## config.mk

```make
export PLATFORM = sky130hd
export DESIGN_NAME = alu_mc
export DESIGN_NICKNAME = d
export VERILOG_FILES = /design/src/rtl/alu_mc.sv
export SDC_FILE = /design/constraint.sdc
export NUM_CORES = 1
export LEC_CHECK = 0
export ABC_AREA = 1
export BUFFER_PORTS_ARGS = -buffer_cell sky130_fd_sc_hd__buf_2
export CORE_MARGIN = 2
export CORE_UTILIZATION = 55
export DETAILED_ROUTE_END_ITERATION = 12
export PLACE_DENSITY = 0.74
export SYNTH_ARGS = -nofsm -noshare
export SYNTH_HDL_FRONTEND = slang
export SYNTH_SLANG_ARGS = --single-unit
```

## constraint.sdc

```tcl
create_clock -name CLK -period 5.47 [get_ports CLK]
set_input_delay 0.2735 -clock CLK [delete_from_list [all_inputs] [get_ports CLK]]
set_output_delay 0.2735 -clock CLK [all_outputs]
set_load 0.02 [all_outputs]
```

## src/rtl/alu_mc.sv

```systemverilog
// Multi-cycle, width-generic ALU with valid/ready on both sides and an iterative shift-add multiplier.
// Optional unsigned saturation of the arithmetic opcodes is enabled with `define ALU_SAT_EN.
module alu_mc #(
  parameter int WIDTH = 8
) (
  input  logic             CLK,
  input  logic             RESET,
  input  logic             IN_VALID,
  output logic             IN_READY,
  input  logic [WIDTH-1:0] IN_A,
  input  logic [WIDTH-1:0] IN_B,
  input  logic [3:0]       ALU_Op_Code,
  output logic             OUT_VALID,
  input  logic             OUT_READY,
  output logic [WIDTH-1:0] OUT_RESULT,
  output logic [3:0]       OUT_FLAGS,
  output logic [1:0]       o_dbg_state
);

  // Handshake: a transfer happens on a posedge where valid and ready are both high.
  // IN_READY is high only in IDLE; OUT_VALID only in DONE, where OUT_RESULT/OUT_FLAGS hold until OUT_READY.

  localparam int CW = $clog2(WIDTH + 1);

  typedef enum logic [1:0] {
    S_IDLE = 2'd0,
    S_MUL  = 2'd1,
    S_DONE = 2'd2
  } state_t;

  state_t r_state, w_state_nxt;

  logic [CW-1:0]      r_cnt;
  logic [2*WIDTH-1:0] r_acc;
  logic [2*WIDTH-1:0] r_mcand;
  logic [WIDTH-1:0]   r_mplier;

  logic               w_accept;
  logic               w_is_mul;
  logic               w_load_out;

  logic [WIDTH-1:0]   w_one;
  logic [WIDTH-1:0]   w_x;
  logic [WIDTH-1:0]   w_y;
  logic               w_is_sub;
  logic [WIDTH:0]     w_sum;
  logic               w_ovf;
  logic [WIDTH-1:0]   w_s_res;
  logic               w_s_c;
  logic               w_s_v;

  logic [2*WIDTH-1:0] w_mul_acc_nxt;
  logic [2*WIDTH-1:0] w_mul_first;
  logic               w_mul_hi;
  logic [WIDTH-1:0]   w_mul_res;

  logic [WIDTH-1:0]   w_fin_res;
  logic               w_fin_c;
  logic               w_fin_v;

  assign IN_READY    = (r_state == S_IDLE) && !RESET;
  assign OUT_VALID   = (r_state == S_DONE);
  assign o_dbg_state = r_state;
  assign w_accept    = IN_VALID && IN_READY;
  assign w_is_mul    = (ALU_Op_Code == 4'h2);

  always_comb begin
    w_state_nxt = r_state;
    case (r_state)
      S_IDLE: if (w_accept) w_state_nxt = w_is_mul ? S_MUL : S_DONE;
      S_MUL:  if (r_cnt == CW'(1)) w_state_nxt = S_DONE;
      S_DONE: if (OUT_READY) w_state_nxt = S_IDLE;
      default: w_state_nxt = S_IDLE;
    endcase
  end

  assign w_load_out = (w_state_nxt == S_DONE) && (r_state != S_DONE);

  // Shared adder/subtractor covers A+B, A-B and the four increment/decrement ops.
  always_comb begin
    w_one    = {{(WIDTH-1){1'b0}}, 1'b1};
    w_x      = ((ALU_Op_Code == 4'h6) || (ALU_Op_Code == 4'h8)) ? IN_B : IN_A;
    w_y      = ((ALU_Op_Code == 4'h0) || (ALU_Op_Code == 4'h1)) ? IN_B : w_one;
    w_is_sub = (ALU_Op_Code == 4'h1) || (ALU_Op_Code == 4'h7) || (ALU_Op_Code == 4'h8);
    w_sum    = w_is_sub ? ({1'b0, w_x} - {1'b0, w_y}) : ({1'b0, w_x} + {1'b0, w_y});
    w_ovf    = w_is_sub ? ((w_x[WIDTH-1] != w_y[WIDTH-1]) && (w_sum[WIDTH-1] != w_x[WIDTH-1]))
                        : ((w_x[WIDTH-1] == w_y[WIDTH-1]) && (w_sum[WIDTH-1] != w_x[WIDTH-1]));
  end

  always_comb begin
    w_s_res = '0;
    w_s_c   = 1'b0;
    w_s_v   = 1'b0;
    case (ALU_Op_Code)
      4'h0, 4'h1, 4'h5, 4'h6, 4'h7, 4'h8: begin
        w_s_res = w_sum[WIDTH-1:0];
        w_s_c   = w_sum[WIDTH];
        w_s_v   = w_ovf;
`ifdef ALU_SAT_EN
        if (w_sum[WIDTH]) w_s_res = w_is_sub ? '0 : '1;
`endif
      end
      4'h3: begin
        w_s_res = {IN_A[WIDTH-2:0], 1'b0};
        w_s_c   = IN_A[WIDTH-1];
      end
      4'h4: begin
        w_s_res = {1'b0, IN_A[WIDTH-1:1]};
        w_s_c   = IN_A[0];
      end
      4'h9: w_s_res = {{(WIDTH-1){1'b0}}, (IN_A == IN_B)};
      4'hA: w_s_res = {{(WIDTH-1){1'b0}}, (IN_A > IN_B)};
      4'hB: w_s_res = {{(WIDTH-1){1'b0}}, (IN_A < IN_B)};
      4'hC: w_s_res = IN_A & IN_B;
      4'hD: w_s_res = IN_A | IN_B;
      4'hE: w_s_res = IN_A ^ IN_B;
      4'hF: w_s_res = IN_A;
      default: w_s_res = '0;
    endcase
  end

  // Bit 0 of the multiplier is consumed on the accept edge; bits 1..WIDTH-1 in MUL.
  assign w_mul_first   = IN_B[0] ? {{WIDTH{1'b0}}, IN_A} : '0;
  assign w_mul_acc_nxt = r_acc + (r_mplier[0] ? r_mcand : '0);
  assign w_mul_hi      = |w_mul_acc_nxt[2*WIDTH-1:WIDTH];

  always_comb begin
    w_mul_res = w_mul_acc_nxt[WIDTH-1:0];
`ifdef ALU_SAT_EN
    if (w_mul_hi) w_mul_res = '1;
`endif
  end

  always_comb begin
    w_fin_res = w_s_res;
    w_fin_c   = w_s_c;
    w_fin_v   = w_s_v;
    if (r_state == S_MUL) begin
      w_fin_res = w_mul_res;
      w_fin_c   = w_mul_hi;
      w_fin_v   = 1'b0;
    end
  end

  always_ff @(posedge CLK or posedge RESET) begin
    if (RESET) begin
      r_state    <= S_IDLE;
      OUT_RESULT <= '0;
      OUT_FLAGS  <= '0;
      r_cnt      <= '0;
      r_acc      <= '0;
      r_mcand    <= '0;
      r_mplier   <= '0;
    end else begin
      r_state <= w_state_nxt;
      if (w_load_out) begin
        OUT_RESULT <= w_fin_res;
        OUT_FLAGS  <= {(w_fin_res == '0), w_fin_c, w_fin_res[WIDTH-1], w_fin_v};
      end
      if (w_accept && w_is_mul) begin
        r_acc    <= w_mul_first;
        r_mcand  <= {{(WIDTH-1){1'b0}}, IN_A, 1'b0};
        r_mplier <= {1'b0, IN_B[WIDTH-1:1]};
        r_cnt    <= CW'(WIDTH - 1);
      end else if (r_state == S_MUL) begin
        r_acc    <= w_mul_acc_nxt;
        r_mcand  <= r_mcand << 1;
        r_mplier <= r_mplier >> 1;
        r_cnt    <= r_cnt - CW'(1);
      end
    end
  end

endmodule
```

# After elaboration in Yosys (flattened, before gate mapping)

Cells that the tools add are included.

Mux-type cells: 25
Bitwise operators: 3
Equal/unequal tests: 24
Multipliers: 0
Shifts and indexed selects: 0
$add $sub $neg: 4
Order comparisons: 2
Div/mod/pow operators: 0
Reduce and logical (&&, ||, !) cells: 17

Operator list:

| operator           | number |
|---|---|
| $mux 16            | 5 |
| $pmux 8 s10        | 1 |
| $mux 8             | 6 |
| $eq 4x4->1 const B | 8 |
| $add 16x16->16     | 1 |
| $eq 4x3->1 const B | 4 |
| $add 8x8->9        | 1 |
| $mux 9             | 1 |
| $sub 8x8->9        | 1 |
| $and 8x8->8        | 1 |
| $eq 4x1->1 const B | 2 |
| $eq 4x2->1 const B | 2 |
| $eq 8x8->1         | 1 |
| $gt 8x8->1         | 1 |
| $logic_not 8->1    | 1 |
| $lt 8x8->1         | 1 |
| $mux 2             | 4 |
| $mux 4             | 2 |
| $or 8x8->8         | 1 |
| $reduce_or 8->1    | 1 |
| $xor 8x8->8        | 1 |
| $logic_and 1x1->1  | 6 |
| $pmux 2 s3         | 1 |
| $reduce_or 6->1    | 1 |
| other kinds (13)   | 21 |

Logic and storage cells: 82
RAM bits: 0
Register bits: 58
Output and inout bits: 16
Bits in read-only memories: 0
Bits in latches: 0
Memories kept: 0

# Depth between registers and ports, before layout

Word-level depth: 10
Gate-level depth with buffers: 22
Depth with buffers taken out: 22

# Worst setup path before layout

OpenSTA, ideal clock, no wires.

Kind: input -> register
Start: input ALU_Op_Code[3]
End: register OUT_FLAGS[2]
Setup time: 0.124 ns
Buffers on the path: 0
Data arrival time: 2.394 ns
Required time: 5.346 ns
Setup slack: 2.952 ns
Stages on the path: 19
Cell sequence: nor2_4 nand2_2 nor2_4 nand2_2 nor2_2 and2_1 nor2_2 a31oi_4 o21ai_1 xor2_1 ha_1 a21oi_1 nand2_1 a21oi_1 nand3_1 nand3_1 nand2_1 a21oi_1 a21oi_1

Longest elaborated chain between the ends: 7

Ends and longest elaborated chain:

| element                                           | RTL line | text |
|---|---|---|
| from (decl)                                       | 12       | `input logic [3:0] ALU_Op_Code,` |
| $eq 4x3->1, or another cell as far along          | 82, 94   |  |
| $logic_or 1x1->1, on equally long branches        | 82, 83   |  |
| $mux 8, on equally long branches                  | 82, 83   |  |
| $add 8x8->9 / $sub 8x8->9 (equally long branches) | 85       | `w_sum = w_is_sub ? ({1'b0, w_x} - {1'b0, w_y}) : ({1'b0, w_x} + {1'b0, w_y});` |
| $mux 9                                            | 85       |  |
| $pmux 1 s3                                        | 94       | `case (ALU_Op_Code)` |
| $mux 1                                            | 138      | `if (r_state == S_MUL) begin` |
| to (signal assigned)                              | 158      | `OUT_FLAGS <= {(w_fin_res == '0), w_fin_c, w_fin_res[WIDTH-1], w_fin_v};` |
| to (decl)                                         | 16       | `output logic [3:0] OUT_FLAGS,` |

Parallel ways exist; a longest one is shown, timed or not.
A chain may end at the register's enable or synchronous reset.

# Final worst setup path

Start: input RESET
End: register r_mcand[4]

Longest elaborated chain between the ends: 5

Ends and longest elaborated chain:

| element                                             | RTL line | text |
|---|---|---|
| from (decl)                                         | 7        | `input logic RESET,` |
| $logic_not 1->1 (no source line) (*)                | --       |  |
| $logic_and 1x1->1 (*)                               | 61       | `assign IN_READY = (r_state == S_IDLE) && !RESET;` |
| $logic_and 1x1->1 (*)                               | 64       | `assign w_accept = IN_VALID && IN_READY;` |
| $logic_and 1x1->1 (*)                               | 160      | `if (w_accept && w_is_mul) begin` |
| $mux 16 / $reduce_bool 2->1 (equally long branches) | --       |  |
| to (signal assigned)                                | 162      | `r_mcand <= {{(WIDTH-1){1'b0}}, IN_A, 1'b0};` |
| to (signal assigned)                                | 167      | `r_mcand <= r_mcand << 1;` |
| to (decl)                                           | 35       | `logic [2*WIDTH-1:0] r_mcand;` |

Mark *: on every way between the ends. The rest lies on a longest branch, timed or not.

==> results.md <==
- Status: completed
- Largest net degree at the start of global routing: 44
- Post-route cell area: 0.00551 mm²
- Crit share post-route: 52.5%
- CP cell instances: dlygate4sd3_1 -> buf_2 -> nor2_1 -> nand2_1 -> nor2_4 -> nor2_2 -> clkinv_1 -> o221ai_1
- Hold Startpoint: IN_VALID
- Max transition margin: 32.3%
- Leakage: 0.00309 µW
- Worst IR drop on VDD: 186 µV
- Placed cell area: 0.00539 mm²
- RSZ-0062 raised after global routing: no
- Post-CTS Repair Setup Buffers: 0
- Crit-path max FO: 21
- Clock Sinks: 55
- Post-DP HPWL: 11.2 mm
- Hold depth: 3
- FF-to-FF Start: o_dbg_state[1]
- CP Capture Type: flop
- Synth Area per Inst: 6.59 µm²
- Top cell type's share of synthesized area: 27.0%
- GR Overflow Total: 0
- Worst slew pin tran: 1.01 ns
- Final Util: 60.5%
- Post-route clock skew: 0.0183 ns
- F_max: 0.348 GHz
- Commonest cells in the netlist: 244 x nand2_1, 123 x inv_1, 64 x nor2_1
- Synth cell types: 39
- Io pins: 40
- Die Wd: 100 µm
- CTS H-tree lvls: 2
- Vias: 5,047
- Wire per inst: 15.0 µm
- # DRC: 0
- Post-synth EDFFs: 0
- GRT Max-Usage Layer: met1
- Crit-path slowest cell: nor2_2
- Register area share after synthesis: 27.0%
- First-pass DRT Iterations: 6
- Startpoint types: primary input
- Total track usage: 29.4%
- Grt met3 use: 2.99%
- Max-Cap Viols: 0
- Seq cells post-synth: 55
- Crit-path leading delay family: buffers and inverters
- TritonCTS clock tree: done
- Reg2Reg Depth: 8
- Num CTS Buffers: 5
- Met1 global-route usage: 44.9%
- Die Span Y: 100 µm
- Top FF cell, synth: dfrtp_1
- Global routing usage on met2: 43.7%
- Critical setup path kind: in -> reg
- Critical Path AT: 3.08 ns
- Avg Vias per Cell: 5.47
- PnR worst setup slack: 2.60 ns
- Share of cells above drive strength 1: 9.37%
- CTS root buffer: clkbuf_8
- Initial core utilization: 56.0%
- Slew Limit Fails: 0
- Main area contributors after synthesis: dfrtp_1 27%, nand2_1 18%, ha_1 12%
- Synthesis Warnings: 0
- Req. time, crit path: 5.68 ns
- WL final: 13.9 mm
- Final ANT Viol Nets: 0
- Initial DRC Count: 237
- PD cells: 345 mW/mm²
- Post-synthesis cell count: 774
- Core area: 0.00911 mm²
- Synth area leader: dfrtp_1
- First-pass GRT wire length: 23.6 mm
- Die area: 0.0101 mm²
- Total power: 1900 µW
- Worst path max stage delay: 0.78 ns
- # port buffers: 39
- Clock Latency Late Sink: 0.32 ns
- Fraction of registers with async set/reset: 100%
- Fin. Hold Viols: 0
- Synth Cell Area: 0.00510 mm²
- Top-count cell post-synth: nand2_1
- CP Depth: 8
- Clk buf depth: 2
- Minimum clock period: 2.87 ns
- Post-Place Setup Slack: 2.46 ns
- Final setup viols: 0
- Nets: 885
- Antenna violations before repair: 0
- CP bufs+invs: 3
- Clock transition at the registers of the reported paths: 0.10 ns
- TNS Setup: 0 ns
- Worst Hold Class: in -> reg
- Area Growth Syn to Fin: 7.97%
- N_diodes: 0
- Vias in the first global route: 4,798
- Site row count: 35
- CP startpoint: RESET
- Final Wtd Congestion: 0.987
- Syn_nets: 849
-- cell type report --
class / count / area [µm²]
fill: 893 / 3600
clock buffer: 5 / 68.8
clock inverter: 3 / 33.8
multi-input combinational: 576 / 3180
tap: 111 / 139
inverter: 129 / 484
sequential: 55 / 1380
timing repair buffer: 43 / 228
-- worst register-to-register path, cell delays in order (launching register included) --
cell and delay, ns:
dfrtp_1 0.40, inv_1 0.10, nand2_1 0.06, nor2_1 0.05, nand2_1 0.12, nor2_4 0.09
nor2_2 0.78, clkinv_1 0.75, o221ai_1 0.37
-- stage by stage --
| stage | cells | hold WS (ns) |
|---|---|---|
| floorplan | 774 | 0.408 |
| global placement | 913 | 0.227 |
| detailed placement | 913 | 0.237 |
| CTS | 922 | 0.263 |
| global route | 922 | 0.279 |
| finish | 922 | 0.270 |
-- per-layer routing --
layer,wire (µm),vias to the layer above
met3,847,18
met1,6840,2306
li1,-,2548
met5,0,-
met2,5900,175
met4,285,0
-- power by group --
group          total (µW)  internal (µW)  switching, µW  leakage (µW)
sequential            689            578            110      0.000700
clock                 248           96.8            151     0.0000515
combinational         965            351            614       0.00234
-- path summary, 6_finish.rpt --
path	endpoint	slack (ns)
min in group asynchronous	o_dbg_state[1]	0.45
min reg2reg	r_cnt[3]	0.47
max	r_mcand[4]	2.60
max reg2reg	r_mcand[4]	2.65
min	o_dbg_state[1]	0.27
max in group asynchronous	r_mcand[6]	4.20
-- layout by cell type, fill, tap and decap left out, types with 10 or more instances in the layout --
cell        n
o21ai_0    25
nand3_1    62
o221ai_1   10
buf_2      39
nand4_1    12
nor2_1     64
nand2_1   244
ha_1       49
a21oi_1    20
inv_1     122
dfrtp_1    55
xor2_1     11
-- sequential cells by signal, summed over array words and instances, names as in the netlist --
register / flops
OUT_FLAGS: 4
o_dbg_state: 2
OUT_RESULT: 7
r_acc: 16
r_mplier: 7
r_mcand: 15
r_cnt: 4
-- what timing repair did --
action,in CTS,in global routing
endpoints found under the setup margin,0,0
hold buffers,1,0
endpoints found under the hold margin,12,0
resized for setup,0,0
-- logic make-up after synthesis --
| kind of cell | count (synthesis) | synth area share, % |
|---|---|---|
| simple gates | 416 | 35.0 |
| xor+xnor | 15 | 2.58 |
| flops | 55 | 27.0 |
| fa+ha+maj | 51 | 12.8 |
| buf+inv | 143 | 10.7 |
| compound gates | 94 | 11.9 |
No activity file was read; power rests on OpenSTA's default activity.
